**config.mk**
```make
export PLATFORM = sky130hd
export DESIGN_NAME = comma_aligner_flat
export DESIGN_NICKNAME = d
export VERILOG_FILES = /design/src/rtl/phy_pkg.sv /design/src/rtl/comma_aligner_if.sv /design/src/rtl/comma_aligner_match_array.sv /design/src/rtl/comma_aligner.sv /design/src/flat_wrapper.sv
export SDC_FILE = /design/constraint.sdc
export NUM_CORES = 1
export LEC_CHECK = 0
export CELL_PAD_IN_SITES_DETAIL_PLACEMENT = 0
export CELL_PAD_IN_SITES_GLOBAL_PLACEMENT = 1
export CORE_MARGIN = 5
export CORE_UTILIZATION = 45
export DETAILED_ROUTE_END_ITERATION = 16
export PLACE_DENSITY_LB_ADDON = 0.05
export SLEW_MARGIN = 20
export SYNTH_ARGS = -nofsm -noshare
export SYNTH_HDL_FRONTEND = slang
export SYNTH_HIERARCHICAL = 1
export SYNTH_SLANG_ARGS = --single-unit
```
**constraint.sdc**
```tcl
create_clock -name clk -period 9.9 [get_ports clk]
set_clock_uncertainty 0.2 [all_clocks]
set_input_delay 0.99 -clock clk [delete_from_list [all_inputs] [get_ports clk]]
set_output_delay 0.99 -clock clk [all_outputs]
set_load 0.05 [all_outputs]
```
**src/rtl/phy_pkg.sv**
```systemverilog
// rtl/phy_pkg.sv - shared receive-PHY types and K28.5 constants
//
// Purpose: aligner state encoding and the two K28.5 comma symbols, shared
//          between comma_aligner and the 8b/10b decoder.
// Ports:   none (package).

package phy_pkg;

  typedef enum logic [1:0] {
    UNLOCKED  = 2'd0,
    CANDIDATE = 2'd1,
    LOCKED    = 2'd2
  } align_state_e;

  localparam logic [9:0] K28_5_RDN = 10'h0FA;
  localparam logic [9:0] K28_5_RDP = 10'h305;

  // 4-bit counter increment that sticks at all-ones instead of wrapping.
  function automatic logic [3:0] sat_inc4(input logic [3:0] v);
    return (v == 4'hF) ? v : v + 4'd1;
  endfunction

endpackage

```
**src/rtl/comma_aligner_if.sv**
```systemverilog
// rtl/comma_aligner_if.sv - word stream in / aligned stream out bundle
//
// Purpose: groups the deserializer input, the aligned output and the lock
//          status of comma_aligner.
// Signals: data_in/in_valid/realign_en (master -> aligner),
//          data_out/rx_valid/comma_pulse/locked/align_offset (aligner -> master).

interface comma_aligner_if #(
  parameter int W     = 10,
  parameter int OFF_W = $clog2(W)
);
  logic [W-1:0]     data_in;
  logic             in_valid;
  logic             realign_en;
  logic [W-1:0]     data_out;
  logic             rx_valid;
  logic             comma_pulse;
  logic             locked;
  logic [OFF_W-1:0] align_offset;

  modport master (
    output data_in, in_valid, realign_en,
    input  data_out, rx_valid, comma_pulse, locked, align_offset
  );

  modport slave (
    input  data_in, in_valid, realign_en,
    output data_out, rx_valid, comma_pulse, locked, align_offset
  );
endinterface

```
**src/rtl/comma_aligner_match_array.sv**
```systemverilog
// rtl/comma_aligner_match_array.sv - comma search over every bit offset of a two-word window
//
// Purpose: combinational compare of each W-bit slice of win against both
//          comma patterns.
// Ports:   win (2W-bit window, older word in the low half),
//          match (per-offset hit vector), hit (any match),
//          hit_off (lowest matching offset, 0 when no hit).

module comma_match_array
  import phy_pkg::*;
#(
  parameter int             W       = 10,
  parameter logic [W-1:0]   COMMA_N = W'(K28_5_RDN),
  parameter logic [W-1:0]   COMMA_P = W'(K28_5_RDP),
  parameter int             OFF_W   = $clog2(W)
) (
  input  logic [2*W-1:0]   win,
  output logic [W-1:0]     match,
  output logic             hit,
  output logic [OFF_W-1:0] hit_off
);

  always_comb begin
    match = '0;
    for (int k = 0; k < W; k++) begin
      match[k] = (win[k +: W] == COMMA_N) || (win[k +: W] == COMMA_P);
    end
  end

  // Scan from the top down so the lowest matching offset is the last write.
  always_comb begin
    hit_off = '0;
    for (int k = W - 1; k >= 0; k--) begin
      if (match[k]) begin
        hit_off = OFF_W'(k);
      end
    end
  end

  assign hit = |match;

endmodule

```
**src/rtl/comma_aligner.sv**
```systemverilog
// rtl/comma_aligner.sv - word-boundary aligner between deserializer and 8b/10b decoder
//
// Purpose: finds comma symbols at any bit offset, qualifies lock over
//          LOCK_CNT same-offset commas, tolerates isolated misaligned commas
//          and emits re-aligned words one clock after each input word.
// Ports:   clk, rst_n (asynchronous, active low),
//          bus (slave side of comma_aligner_if: data_in/in_valid/realign_en in,
//          data_out/rx_valid/comma_pulse/locked/align_offset out).

module comma_aligner
  import phy_pkg::*;
#(
  parameter int             W          = 10,
  parameter logic [W-1:0]   COMMA_N    = W'(K28_5_RDN),
  parameter logic [W-1:0]   COMMA_P    = W'(K28_5_RDP),
  parameter int             LOCK_CNT   = 3,
  parameter int             UNLOCK_ERR = 4,
  parameter int             MAX_GAP    = 0,
  parameter int             OFF_W      = $clog2(W)
) (
  input  logic           clk,
  input  logic           rst_n,
  comma_aligner_if.slave bus
);

  localparam int GAP_W = (MAX_GAP > 1) ? $clog2(MAX_GAP + 1) : 1;

  align_state_e     state_q, state_d;
  logic [W-1:0]     prev_word_q, prev_word_d;
  logic [OFF_W-1:0] cand_off_q, cand_off_d;
  logic [OFF_W-1:0] align_offset_q, align_offset_d;
  logic [3:0]       cand_cnt_q, cand_cnt_d;
  logic [3:0]       err_cnt_q, err_cnt_d;
  logic [GAP_W-1:0] gap_cnt_q, gap_cnt_d;
  logic [W-1:0]     data_out_q, data_out_d;
  logic             rx_valid_q, rx_valid_d;
  logic             comma_pulse_q, comma_pulse_d;

  logic [2*W-1:0]   win;
  logic [W-1:0]     match;
  logic             hit;
  logic [OFF_W-1:0] hit_off;

  // Older word sits in the low half because bit 0 is received first.
  assign win = {bus.data_in, prev_word_q};

  comma_match_array #(
    .W       (W),
    .COMMA_N (COMMA_N),
    .COMMA_P (COMMA_P),
    .OFF_W   (OFF_W)
  ) u_match (
    .win     (win),
    .match   (match),
    .hit     (hit),
    .hit_off (hit_off)
  );

  always_comb begin
    state_d        = state_q;
    prev_word_d    = prev_word_q;
    cand_off_d     = cand_off_q;
    align_offset_d = align_offset_q;
    cand_cnt_d     = cand_cnt_q;
    err_cnt_d      = err_cnt_q;
    gap_cnt_d      = gap_cnt_q;
    data_out_d     = data_out_q;
    rx_valid_d     = 1'b0;
    comma_pulse_d  = 1'b0;

    if (bus.in_valid) begin
      prev_word_d = bus.data_in;

      unique case (state_q)
        UNLOCKED: begin
          if (hit) begin
            cand_off_d = hit_off;
            cand_cnt_d = 4'd1;
            if (LOCK_CNT == 1) begin
              state_d        = LOCKED;
              align_offset_d = hit_off;
              cand_cnt_d     = '0;
              err_cnt_d      = '0;
              gap_cnt_d      = '0;
            end else begin
              state_d = CANDIDATE;
            end
          end
        end

        CANDIDATE: begin
          if (hit) begin
            if (hit_off == cand_off_q) begin
              cand_cnt_d = sat_inc4(cand_cnt_q);
              if (cand_cnt_d >= 4'(LOCK_CNT)) begin
                state_d        = LOCKED;
                align_offset_d = cand_off_q;
                cand_cnt_d     = '0;
                err_cnt_d      = '0;
                gap_cnt_d      = '0;
              end
            end else begin
              cand_off_d = hit_off;
              cand_cnt_d = 4'd1;
            end
          end
        end

        LOCKED: begin
          // The locked offset is tested directly so that a lower-offset
          // comma in the same window cannot mask an aligned one.
          if (match[align_offset_q]) begin
            err_cnt_d = '0;
            gap_cnt_d = '0;
          end else if (hit && bus.realign_en) begin
            err_cnt_d = sat_inc4(err_cnt_q);
          end else begin
            gap_cnt_d = (gap_cnt_q == '1) ? gap_cnt_q : gap_cnt_q + 1'b1;
          end

          if ((err_cnt_d == 4'(UNLOCK_ERR)) ||
              ((MAX_GAP != 0) && (gap_cnt_d == GAP_W'(MAX_GAP)))) begin
            state_d    = UNLOCKED;
            cand_cnt_d = '0;
            err_cnt_d  = '0;
            gap_cnt_d  = '0;
          end
        end

        default: begin
          state_d = UNLOCKED;
        end
      endcase

      // Slice with the next-state offset so the locking word itself comes
      // out already aligned.
      data_out_d    = win[align_offset_d +: W];
      rx_valid_d    = (state_d == LOCKED);
      comma_pulse_d = rx_valid_d && ((data_out_d == COMMA_N) || (data_out_d == COMMA_P));
    end
  end

  always_ff @(posedge clk or negedge rst_n) begin
    if (!rst_n) begin
      state_q        <= UNLOCKED;
      prev_word_q    <= '0;
      cand_off_q     <= '0;
      align_offset_q <= '0;
      cand_cnt_q     <= '0;
      err_cnt_q      <= '0;
      gap_cnt_q      <= '0;
      data_out_q     <= '0;
      rx_valid_q     <= 1'b0;
      comma_pulse_q  <= 1'b0;
    end else begin
      state_q        <= state_d;
      prev_word_q    <= prev_word_d;
      cand_off_q     <= cand_off_d;
      align_offset_q <= align_offset_d;
      cand_cnt_q     <= cand_cnt_d;
      err_cnt_q      <= err_cnt_d;
      gap_cnt_q      <= gap_cnt_d;
      data_out_q     <= data_out_d;
      rx_valid_q     <= rx_valid_d;
      comma_pulse_q  <= comma_pulse_d;
    end
  end

  assign bus.data_out     = data_out_q;
  assign bus.rx_valid     = rx_valid_q;
  assign bus.comma_pulse  = comma_pulse_q;
  assign bus.locked       = (state_q == LOCKED);
  assign bus.align_offset = align_offset_q;

endmodule

```
**src/flat_wrapper.sv**
```systemverilog
// flat-port wrapper written by rule: the top's interface ports become plain ports
module comma_aligner_flat import phy_pkg::*;
#(
  parameter int             W          = 10,
  parameter logic [W-1:0]   COMMA_N    = W'(K28_5_RDN),
  parameter logic [W-1:0]   COMMA_P    = W'(K28_5_RDP),
  parameter int             LOCK_CNT   = 3,
  parameter int             UNLOCK_ERR = 4,
  parameter int             MAX_GAP    = 0,
  parameter int             OFF_W      = $clog2(W)
)
  (clk, rst_n, bus_data_in, bus_in_valid, bus_realign_en, bus_data_out, bus_rx_valid, bus_comma_pulse, bus_locked, bus_align_offset);
  comma_aligner_if #(.W(W), .OFF_W(OFF_W)) bus_i ();
  input  logic clk;
  input  logic rst_n;
  input wire logic [$bits(bus_i.data_in)-1:0] bus_data_in;
  input wire logic [$bits(bus_i.in_valid)-1:0] bus_in_valid;
  input wire logic [$bits(bus_i.realign_en)-1:0] bus_realign_en;
  output wire logic [$bits(bus_i.data_out)-1:0] bus_data_out;
  output wire logic [$bits(bus_i.rx_valid)-1:0] bus_rx_valid;
  output wire logic [$bits(bus_i.comma_pulse)-1:0] bus_comma_pulse;
  output wire logic [$bits(bus_i.locked)-1:0] bus_locked;
  output wire logic [$bits(bus_i.align_offset)-1:0] bus_align_offset;
  assign bus_i.data_in = bus_data_in;
  assign bus_i.in_valid = bus_in_valid;
  assign bus_i.realign_en = bus_realign_en;
  assign bus_data_out = bus_i.data_out;
  assign bus_rx_valid = bus_i.rx_valid;
  assign bus_comma_pulse = bus_i.comma_pulse;
  assign bus_locked = bus_i.locked;
  assign bus_align_offset = bus_i.align_offset;
  comma_aligner #(.W(W), .COMMA_N(COMMA_N), .COMMA_P(COMMA_P), .LOCK_CNT(LOCK_CNT), .UNLOCK_ERR(UNLOCK_ERR), .MAX_GAP(MAX_GAP), .OFF_W(OFF_W)) u_core (.clk(clk), .rst_n(rst_n), .bus(bus_i));
endmodule
```
==> out/results.ini <==
[outcome]
status=finished, final reports clean

[clock_network]
cts-buffers-inserted=5
ctsResizeCount=0
numClockSinks=40
cts_root_buf=clkbuf_8
clk_latency_ns=0.31
clk_path_buf_depth=2
holdBufCountCts=0
cts_tree=built
cts_htree_levels=2
post_cts_buffers=0
cts.clk_slew.worst_paths_ns=0.09

[setup_path]
critPathCaptureType=register
critPathSlowestCell=clkdlybuf4s50_1
slowest_delay_ns=0.93
cpMostUsedCell=nand4_1
crit_chain=clkdlybuf4s50_1 -> nor4b_1 -> nand4_1 -> o41ai_1 -> or4_1 -> nor3b_2 -> xnor2_4 -> nand4_4 -> nor3_4 -> mux2i_2 -> a211oi_1 -> a311o_1 -> a31oi_1 -> nand4_1 -> or4b_1 -> o22ai_1
critPathArrivalTime_ns=6.70
path_buf_inv=1
cp_top_family=simple AND/OR/NAND/NOR gates
cp.required_ns=9.94
cp_max_fo=16
start_kind=primary input
path_class=in2reg

[detailed_routing]
drt_iter0_markers=437
vias_per_cell=6.38
dr.pass1.iters=5
dr_total_vias=3507
wl_per_cell_um=21.0
drc_errors=0
routed_wl_mm=11.6
route.antenna.remaining_nets=0

[hold_path]
hp-class=reg2reg

[job]
drv_cap=0

[global_route]
grt_max_degree=41
grt_pass1_wl_mm=18.8
antenna_found_initial=0
global_route.overflow_total=0
track_usage_pct=22.7
grt_pass1_vias=3447

[final_layout]
layoutNonFillerInstCount=550
diodes=0
post-route-util_pct=51.1
drive_gt1_share_pct=14.4
fillCellCount=788
fin_nets=464
area_growth_pct=9.35

[logic_synthesis]
synth-seq-cells=40
yosysTopAreaCell=dfrtp_1
yosysWarningCount=6
synthArstFlopShare_pct=100
synth_commonest_cells=nand2_1 (60), dfrtp_1 (40), nor2_1 (29)
syn_nets=459
ys_seq_area_share_pct=25.8
syn_area_mm2=0.00388
yosys.cell_count.top_type=nand2_1
ys_top_cells_by_area=dfrtp_1 (26%), mux2_2 (7.8%), nand2_1 (5.8%), mux2i_1 (4.1%), nor2_1 (2.8%)
synth_edf_count=0
syn_area_per_cell_um2=8.84
ys.flop_type=dfrtp_1
syn_inst=439
yosys.area.top_type_share_pct=25.8
synthDistinctLibCells=81

[sta]
worst_slew_pin_slew_ns=0.876
slew_headroom_pct=40.5
worst_slack_ns=3.23
fmaxAchievable_mhz=150
setup_viol=0
drv_slew=0
fin_crit_ns=6.67
rsz0062_at_grt=false
finalHoldViolCount=0
fin_crit_sh_pct=67.4
hold_slack_ns=0.317
tns_ns=0

[placed_design]
pre_cts_slack_ns=2.94
portBuffers=30
dp_hpwl_mm=7.93
gp_congestion=0.845
dp.cells=542

[floorplanning]
ios=31
die_x_um=103
start_util_pct=46.7
die_area_mm2=0.0106
rows=33
coreArea_mm2=0.00830
die_y_um=103

[pwr]
p_per_area_mw_per_mm2=187
peakVddDrop_uv=127
p_leak_nw=1.61

power by group:
part | switching (mW) | internal [mW]
Combinational | 0.266 | 0.149
Clock | 0.0693 | 0.0761
Sequential | 0.0401 | 0.193
layer usage:
metal  GRT usage, %  vias up  share of wire, %
met1           32.3     1678                47
li1               -     1698                 -
met4           6.27        0               1.9
met3           4.13       20               6.0
met2           35.5      111                45
met5              0        -                 0
flip-flops by register name, summed over array words and instances (netlist names):
| signal | flops |
|---|---|
| u_core/bus.data_out | 10 |
| u_core/bus.comma_pulse | 1 |
| u_core/bus.align_offset | 4 |
| u_core/prev_word_q | 10 |
| u_core/bus.rx_valid | 1 |
| u_core/cand_off_q | 4 |
| u_core/cand_cnt_q | 4 |
| u_core/err_cnt_q | 4 |
| u_core/state_q | 2 |
logic make-up after synthesis:
logic type	Yosys count	share of synthesized area, %
xor gates and xnor gates	5	2.00
and+or+nand+nor	186	27.2
AOI/OAI and AO/OA	106	21.8
buffers and inverters	47	6.42
muxes	49	14.8
adders and majority gates	6	1.94
DFF	40	25.8
worst reg2reg max path: stages (launching register included):
cell      delay [ns]
dfrtp_1         0.79
nor4b_1         0.17
nand4_1         0.13
o41ai_1         0.15
or4_1           0.68
nor3b_2         0.39
xnor2_4         0.17
nand4_4         0.24
nor3_4          0.49
mux2i_2         0.81
a211oi_1        0.14
a311o_1         0.36
a31oi_1         0.28
nand4_1         0.13
or4b_1          0.48
o22ai_1         0.17
stage by stage:
stage / power [mW] / cell area, um^2
global route: 0.841 / 4240
floorplan: 0.538 / 3880
detailed placement: 0.644 / 4120
finish: 0.792 / 4240
CTS: 0.792 / 4240
global placement: 0.644 / 4120
final cells by class:
| type | instances | area, um^2 | area share, % |
|---|---|---|---|
| clock buffers | 5 | 68.8 | 1.62 |
| clock inverters | 3 | 46.3 | 1.09 |
| well taps | 105 | 131 | 3.10 |
| multi-input cells | 352 | 2630 | 62.0 |
| repair buffers | 33 | 320 | 7.55 |
| flip-flops and latches | 40 | 1000 | 23.6 |
| inverters | 12 | 45.0 | 1.06 |
worst paths after layout:
path                                        start                      to  slack (ns)  depth (start not counted)
setup / recovery                   bus_data_in[3]  u_core/bus.comma_pulse        3.23                         16
hold / removal             u_core/bus.data_out[3]  u_core/bus.data_out[3]        0.32                          1
setup reg to reg            u_core/prev_word_q[9]  u_core/bus.comma_pulse        4.04                         15
hold reg to reg            u_core/bus.data_out[3]  u_core/bus.data_out[3]        0.32                          1
max in group asynchronous                   rst_n     u_core/err_cnt_q[3]        8.67                          1
min in group asynchronous                   rst_n   u_core/prev_word_q[2]        0.46                          1
cells in the final DEF, fill, tap and decap left out, drive strengths merged, types with 4 or more instances in the layout:
master / Yosys / routed
nor2: 30 / 30
nor3: 9 / 9
nor4b: 6 / 6
dfrtp: 40 / 40
and3: 6 / 6
o31ai: 5 / 5
o41ai: 4 / 4
mux2: 29 / 29
nand3: 4 / 4
nand2b: 15 / 15
nor4: 8 / 8
ha: 6 / 6
nand3b: 5 / 5
nor2b: 5 / 5
nand4b: 9 / 9
a21oi: 18 / 18
nand2: 60 / 60
a31oi: 7 / 7
or4: 4 / 4
nand4: 10 / 10
o21ai: 12 / 12
clkbuf: 11 / 5
buf: 24 / 4
a211oi: 8 / 8
clkdlybuf4s50: 0 / 29
a32oi: 10 / 10
inv: 12 / 13
mux2i: 17 / 17
xnor2: 5 / 5
a2111oi: 14 / 14
Note: power is estimated with default switching activity, not from simulation.
